$ cat src/rtl/if_id_stage.sv
// if_id_stage: MIPS instruction-fetch stage and IF/ID pipeline register.
// Ports: clk/rst_n; Stall, PCSrc and BranchTarget from the hazard and branch logic; Imem_* fetch handshake;
//        IF_ID_* registered instruction, PC+4 and decoded field slices for the ID stage.
// Latency: 1 cycle from Imem_Ready to IF/ID. Imem_Req is a pure function of state (FETCH/DRAIN).
module if_id_stage #(
    parameter logic [31:0] RESET_PC  = 32'h0000_0000,
    parameter logic [31:0] NOP_INSTR = 32'h0000_0000
) (
    input  logic        clk,
    input  logic        rst_n,
    input  logic        Stall,
    input  logic        PCSrc,
    input  logic [31:0] BranchTarget,
    output logic        Imem_Req,
    output logic [31:0] Imem_Addr,
    input  logic        Imem_Ready,
    input  logic [31:0] Imem_Data,
    output logic        IF_ID_Valid,
    output logic [31:0] IF_ID_Instr,
    output logic [31:0] IF_ID_PCplus4,
    output logic [5:0]  IF_ID_Opcode,
    output logic [4:0]  IF_ID_Rs,
    output logic [4:0]  IF_ID_Rt,
    output logic [4:0]  IF_ID_Rd,
    output logic [4:0]  IF_ID_Shamt,
    output logic [5:0]  IF_ID_Func,
    output logic [15:0] IF_ID_Imm
);

    typedef enum logic [1:0] {BOOT, FETCH, HOLD, DRAIN} state_t;

    state_t      state, state_nxt;
    logic [31:0] fetch_addr, fetch_addr_nxt;
    logic [31:0] redirect_pc, redirect_pc_nxt;
    logic [31:0] hold_buf, hold_buf_nxt;
    logic [31:0] pc_plus4;
    logic        ifid_load;
    logic        ifid_bubble;
    logic [31:0] ifid_word;

    // Wraps modulo 2^32, so fetching 0xFFFF_FFFC continues at 0.
    assign pc_plus4 = fetch_addr + 32'd4;

    // Request depends only on state so Stall/PCSrc never reach the memory port combinationally.
    assign Imem_Req  = (state == FETCH) || (state == DRAIN);
    assign Imem_Addr = fetch_addr;

    always_comb begin
        state_nxt       = state;
        fetch_addr_nxt  = fetch_addr;
        redirect_pc_nxt = redirect_pc;
        hold_buf_nxt    = hold_buf;
        ifid_load       = 1'b0;
        ifid_bubble     = 1'b0;
        ifid_word       = Imem_Data;
        case (state)
            BOOT: state_nxt = FETCH;
            FETCH: begin
                if (PCSrc) begin
                    ifid_bubble = 1'b1;
                    if (Imem_Ready) begin
                        fetch_addr_nxt = BranchTarget;
                    end else begin
                        // Address must stay put until the outstanding request completes.
                        redirect_pc_nxt = BranchTarget;
                        state_nxt       = DRAIN;
                    end
                end else if (Imem_Ready) begin
                    if (Stall) begin
                        // Memory cannot be asked to repeat, so park the word until ID accepts it.
                        hold_buf_nxt = Imem_Data;
                        state_nxt    = HOLD;
                    end else begin
                        ifid_load      = 1'b1;
                        fetch_addr_nxt = pc_plus4;
                    end
                end else if (!Stall) begin
                    ifid_bubble = 1'b1;
                end
            end
            HOLD: begin
                if (PCSrc) begin
                    ifid_bubble    = 1'b1;
                    fetch_addr_nxt = BranchTarget;
                    state_nxt      = FETCH;
                end else if (!Stall) begin
                    ifid_load      = 1'b1;
                    ifid_word      = hold_buf;
                    fetch_addr_nxt = pc_plus4;
                    state_nxt      = FETCH;
                end
            end
            DRAIN: begin
                ifid_bubble = PCSrc || !Stall;
                if (PCSrc) begin
                    redirect_pc_nxt = BranchTarget;
                end
                if (Imem_Ready) begin
                    // The returned word belongs to the squashed path; the newest target wins.
                    fetch_addr_nxt = PCSrc ? BranchTarget : redirect_pc;
                    state_nxt      = FETCH;
                end
            end
            default: state_nxt = BOOT;
        endcase
    end

    always_ff @(posedge clk or negedge rst_n) begin
        if (!rst_n) begin
            state         <= BOOT;
            fetch_addr    <= RESET_PC;
            redirect_pc   <= 32'h0;
            hold_buf      <= 32'h0;
            IF_ID_Valid   <= 1'b0;
            IF_ID_Instr   <= NOP_INSTR;
            IF_ID_PCplus4 <= 32'h0;
        end else begin
            state       <= state_nxt;
            fetch_addr  <= fetch_addr_nxt;
            redirect_pc <= redirect_pc_nxt;
            hold_buf    <= hold_buf_nxt;
            if (ifid_bubble) begin
                IF_ID_Valid   <= 1'b0;
                IF_ID_Instr   <= NOP_INSTR;
                IF_ID_PCplus4 <= 32'h0;
            end else if (ifid_load) begin
                IF_ID_Valid   <= 1'b1;
                IF_ID_Instr   <= ifid_word;
                IF_ID_PCplus4 <= pc_plus4;
            end
        end
    end

    assign IF_ID_Opcode = IF_ID_Instr[31:26];
    assign IF_ID_Rs     = IF_ID_Instr[25:21];
    assign IF_ID_Rt     = IF_ID_Instr[20:16];
    assign IF_ID_Rd     = IF_ID_Instr[15:11];
    assign IF_ID_Shamt  = IF_ID_Instr[10:6];
    assign IF_ID_Func   = IF_ID_Instr[5:0];
    assign IF_ID_Imm    = IF_ID_Instr[15:0];

endmodule

$ cat config.mk
export PLATFORM = sky130hd
export DESIGN_NAME = if_id_stage
export DESIGN_NICKNAME = d
export VERILOG_FILES = /design/src/rtl/if_id_stage.sv
export SDC_FILE = /design/constraint.sdc
export NUM_CORES = 1
export LEC_CHECK = 0
export CAP_MARGIN = 15
export CORE_MARGIN = 2
export CORE_UTILIZATION = 42
export CTS_BUF_LIST = sky130_fd_sc_hd__clkbuf_4 sky130_fd_sc_hd__clkbuf_8 sky130_fd_sc_hd__clkbuf_16
export CTS_CLUSTER_SIZE = 28
export DETAILED_ROUTE_END_ITERATION = 10
export PLACE_DENSITY = 0.68
export SKIP_CTS_REPAIR_TIMING = 1
export SYNTH_ARGS = -nofsm -noshare
export SYNTH_HDL_FRONTEND = slang
export SYNTH_SLANG_ARGS = --single-unit
$ cat constraint.sdc
create_clock -name clk -period 6.55 [get_ports clk]
set_clock_uncertainty 0.1 [all_clocks]
set_input_delay 0.9825 -clock clk [delete_from_list [all_inputs] [get_ports clk]]
set_output_delay 0.9825 -clock clk [all_outputs]
set_load 0.02 [all_outputs]
After elaboration in Yosys (flattened, before gate mapping):

Cells that the tools add are included.
Widths: inputs -> output; s select.

* muxes and demuxes: 37
* eq/ne operators: 11
* add/sub/neg operators: 1
* reductions and logical operators: 11
* bitwise operators: 1

Operators by type and width (number)
* $mux 32: 16
* $pmux 32 s3: 1
* $pmux 32 s2: 1
* $add 32x3->32 const B: 1
* $mux 2: 7
* $ne 3x3->1 const B: 4
* $mux 1: 9
* $reduce_and 3->1: 3
* $ne 2x2->1 const B: 4
* $pmux 2 s4: 1
* $reduce_and 5->1: 1
* $eq 2x2->1 const B: 2
* $reduce_bool 2->1: 2
* $pmux 1 s3: 1
* $reduce_bool 3->1: 1
* $eq 2x1->1 const B: 1
* $logic_not 2->1: 1
* $logic_or 1x1->1: 2
* $pmux 1 s2: 1
* $logic_not 1->1: 1
* $not 1->1: 1

* bits of input ports: 69
* register bits: 163
* output and inout bits: 146

Longest topological paths before layout:

* depth in word-level cells: 6
* depth in mapped cells: 9

Least setup slack after synthesis:

No wires, ideal clock.

* path type: input -> register
* start point: in Stall
* end point: reg IF_ID_Instr[1]
* path buffers: 3
* stages: 6
* data required time: 6356 ps
* path slack: 4012 ps
* arrival time: 2344 ps
* path through: clkbuf_1 -> nor4b_2 -> buf_2 -> buf_1 -> nor2_1 -> a211oi_1

* cells in the longest elaborated chain, start to end: 5
* elaborated cells between the ends (all ways): 16
* those cells by class: 13 x mux; 3 x reduce/logical

Ends and longest elaborated chain
* start, declared: line 11 `input logic Stall,`
* $mux 1 or $mux 32 (tied branches)
* $mux 1 or $mux 32 (tied branches): line 68, 82
* $mux 1 or $mux 32 (tied branches): line 59, 56
* $pmux 1 s3, or another cell as far along: line 56 `case (state)`
* $mux 32 or $reduce_bool 2->1 (tied branches)
* end signal, assigned: line 128 `IF_ID_Instr <= ifid_word;`
* end, declared: line 19 `output logic [31:0] IF_ID_Instr,`

Several ways; a longest one is shown, not always the timed one. The select of a mux whose other input is x is not followed.
A chain may end at the register's enable or synchronous reset.

Final worst setup path:

* start point: reg state[1]
* end point: out Imem_Req

* cells in the longest elaborated chain, start to end: 2
* elaborated cells between the ends (all ways): 3
* those cells by class: 2 x eq/ne; 1 x reduce/logical

Ends and longest elaborated chain
* start, declared: line 32 `state_t state, state_nxt;`
* start signal, assigned: line 118 `state <= state_nxt;`
* $eq 2x1->1 or $eq 2x2->1 (tied branches): line 45 `assign Imem_Req = (state == FETCH) || (state == DRAIN);`
* $logic_or 1x1->1 *: line 45
* end, declared: line 14 `output logic Imem_Req,`

Mark *: on every way between the ends. The rest lies on a longest branch, timed or not.

==> flow_summary.yaml <==
clocking:
  clockRootBuffer: "clkbuf_16"
  cts_tree: "built"
  cts_buffer_depth: 2
  numCtsBuffers: 17
  htree_num_levels: 4
  clock_latency_ps: 420
  cts.sinks: 163
  path_clk_slew_ps: 60
synthesis:
  synth_top_cell_area_share_pct: 49.1
  postSynthCellCount: 781
  syn_area_mm2: 0.00831
  synth_top_area_cell: "dfrtp_1"
  synth.avg_cell_area_um2: 10.6
  syn-num-nets: 855
  yosysSeqAreaShare_pct: 49.1
  ys_seq_elements: 163
  async_flop_share_pct: 100
  synth.most_common_cell: "dfrtp_1"
  netlist-cell-type-count: 54
  yosys_warnings: 0
  synth_ff_type: "dfrtp_1"
  yosys-top-cells-count: "dfrtp_1 (163), nor2_1 (94), mux2_2 (64)"
  synth_edf_count: 0
  synth_area_leaders: "dfrtp_1 (49%), mux2_2 (8.7%), a211oi_1 (5.2%)"
final_layout:
  nets: 996
  n_antenna_cell: 0
  fill_cells: 1760
  drive_gt1_share_pct: 13.7
  synthToLayoutAreaGrowth_pct: 31.5
place:
  preCtsSetupSlack_ps: 2860
  dp_hpwl_um: 15100
  gp_congestion: 0.861
  portBuffers: 214
critical_path:
  r2r_slack_ps: 3460
  crit_type: "reg2out"
  crit_path_max_incr_delay_ps: 640
  worstSetupStartpointType: "flop"
  cp-end-kind: "output port"
  arrival_ps: 2340
  crit_path_max_fanout: 15
  cp.buffers_inverters: 1
  slowest_stage: "clkdlybuf4s50_1"
  crit_chain: "ha_1, or2_2, clkdlybuf4s50_1"
  cp_top_family: "buffers and inverters"
  cp.required_ps: 5470
job:
  drv_cap: 0
global_routing:
  grt_use_total_pct: 21.1
  grt_pass1_wl_um: 34100
  gr-total-overflow: 0
  grt_max_degree: 103
  grt_pass1_vias: 6274
  antenna_found_initial: 0
die:
  start_util_pct: 42.7
  die_area_mm2: 0.0209
  die_y_um: 145
  core_area_mm2: 0.0195
  rows: 51
  io_pins: 215
  die_x_um: 145
route:
  first_iter_violations: 587
  vias: 6449
  postRouteWirelength_um: 21600
  remaining_drc_errors: 0
  dr.pass1.iters: 5
  wire_per_inst_um: 18.0
  via_per_inst: 5.37
  antenna_left: 0
timing:
  period_needed_ps: 3420
  hold_viol_final: 0
  worstMarginPinSlew_ps: 1020
  max_slew_margin_pct: 31.7
  drv_slew: 0
  rsz0062_at_grt: "no"
  finalCritPeriodShare_pct: 52.3
  fmax_mhz: 292
  worst_slack_ps: 3130
  setup_viol: 0
  setup_tns_ps: 0
power_and_ir_drop:
  power_density_mw_per_mm2: 464
  power.leakage_nw: 4.27
  totalPowerFinal_w: 0.00508
  ir_drop_mv: 0.244
status:
  outcome: "finished, final reports clean"
worst_hold_path:
  min_path_type: "reg2reg"
per-layer routing:
layer	track usage (%)	wire length [um]	part of all wire [%]	up-vias
met1	28.8	9950	46	3130
li1	-	-	-	3087
met5	0	0	0	-
met2	34.5	10300	48	203
met4	6.34	349	1.6	0
met3	3.72	1030	4.8	29
stage by stage:
stage          hold slack [ps]  util [%]  std cells  area, um^2
2_1_floorplan              379         -        781        8310
3_3_place_gp               387      53.0       1168       10300
3_5_place_dp               391      53.0       1168       10300
4_1_cts                    405      56.2       1200       10900
5_1_grt                    414      56.2       1200       10900
6_report                   397      56.2       1200       10900
sequential cells by signal, summed over array words and instances (netlist names):
name and flops:
state 2, IF_ID_PCplus4 32, redirect_pc 32, hold_buf 32, IF_ID_Valid 1, IF_ID_Instr 32
Imem_Addr 32
cells in the final DEF, fill, tap and decap left out, types with 22 or more instances in the layout:
cell / count
mux2i_1: 36
o21ai_0: 27
clkdlybuf4s50_1: 212
a21oi_1: 37
a211oi_1: 58
nand2_1: 30
dfrtp_1: 163
mux2_2: 64
nor2_1: 93
xnor2_1: 22
power by group:
group	leakage, nW	internal, W	switching, W
Sequential	2.07	0.00142	0.000370
Clock	0.307	0.000637	0.000411
Combinational	1.89	0.00106	0.00118
Total	4.27	0.00312	0.00196
final cells by class:
class                      count  area, um^2  share of cell area [%]
sequential                   163        4080                    37.3
multi-input combinational    505        3650                    33.4
inverter                      12        45.0                   0.412
tap                          265         332                    3.03
clock buffer                  21         474                    4.34
clock inverter                11         151                    1.38
timing repair buffer         223        2210                    20.2
path summary, 6_finish.rpt:
kind	from	to	cells past startpoint
max in group asynchronous	rst_n	Imem_Addr[18]	2
worst max-delay path	state[1]	Imem_Req	3
worst min register to register	IF_ID_Valid	IF_ID_Valid	2
min in group asynchronous	rst_n	IF_ID_Instr[22]	1
worst max register to register	state[0]	Imem_Addr[5]	6
worst min-delay path	IF_ID_Valid	IF_ID_Valid	2
kinds of logic (layout without fill, tap and decap cells):
family	Yosys count	in the layout	synth area share (%)
muxes	100	100	13.0
xor gates and xnor gates	27	27	2.84
adders and majority gates	5	5	0.752
DFF	163	163	49.1
and+or+nand+nor	184	184	11.0
buffers and inverters	113	267	7.43
AOI/OAI and AO/OA	189	189	15.9
worst min-delay path, cell delays in order (launching register included):
cell	delay, ps
dfrtp_1	340
nor2_1	50
nor2_1	70
Power figures use the tool's default switching activity.
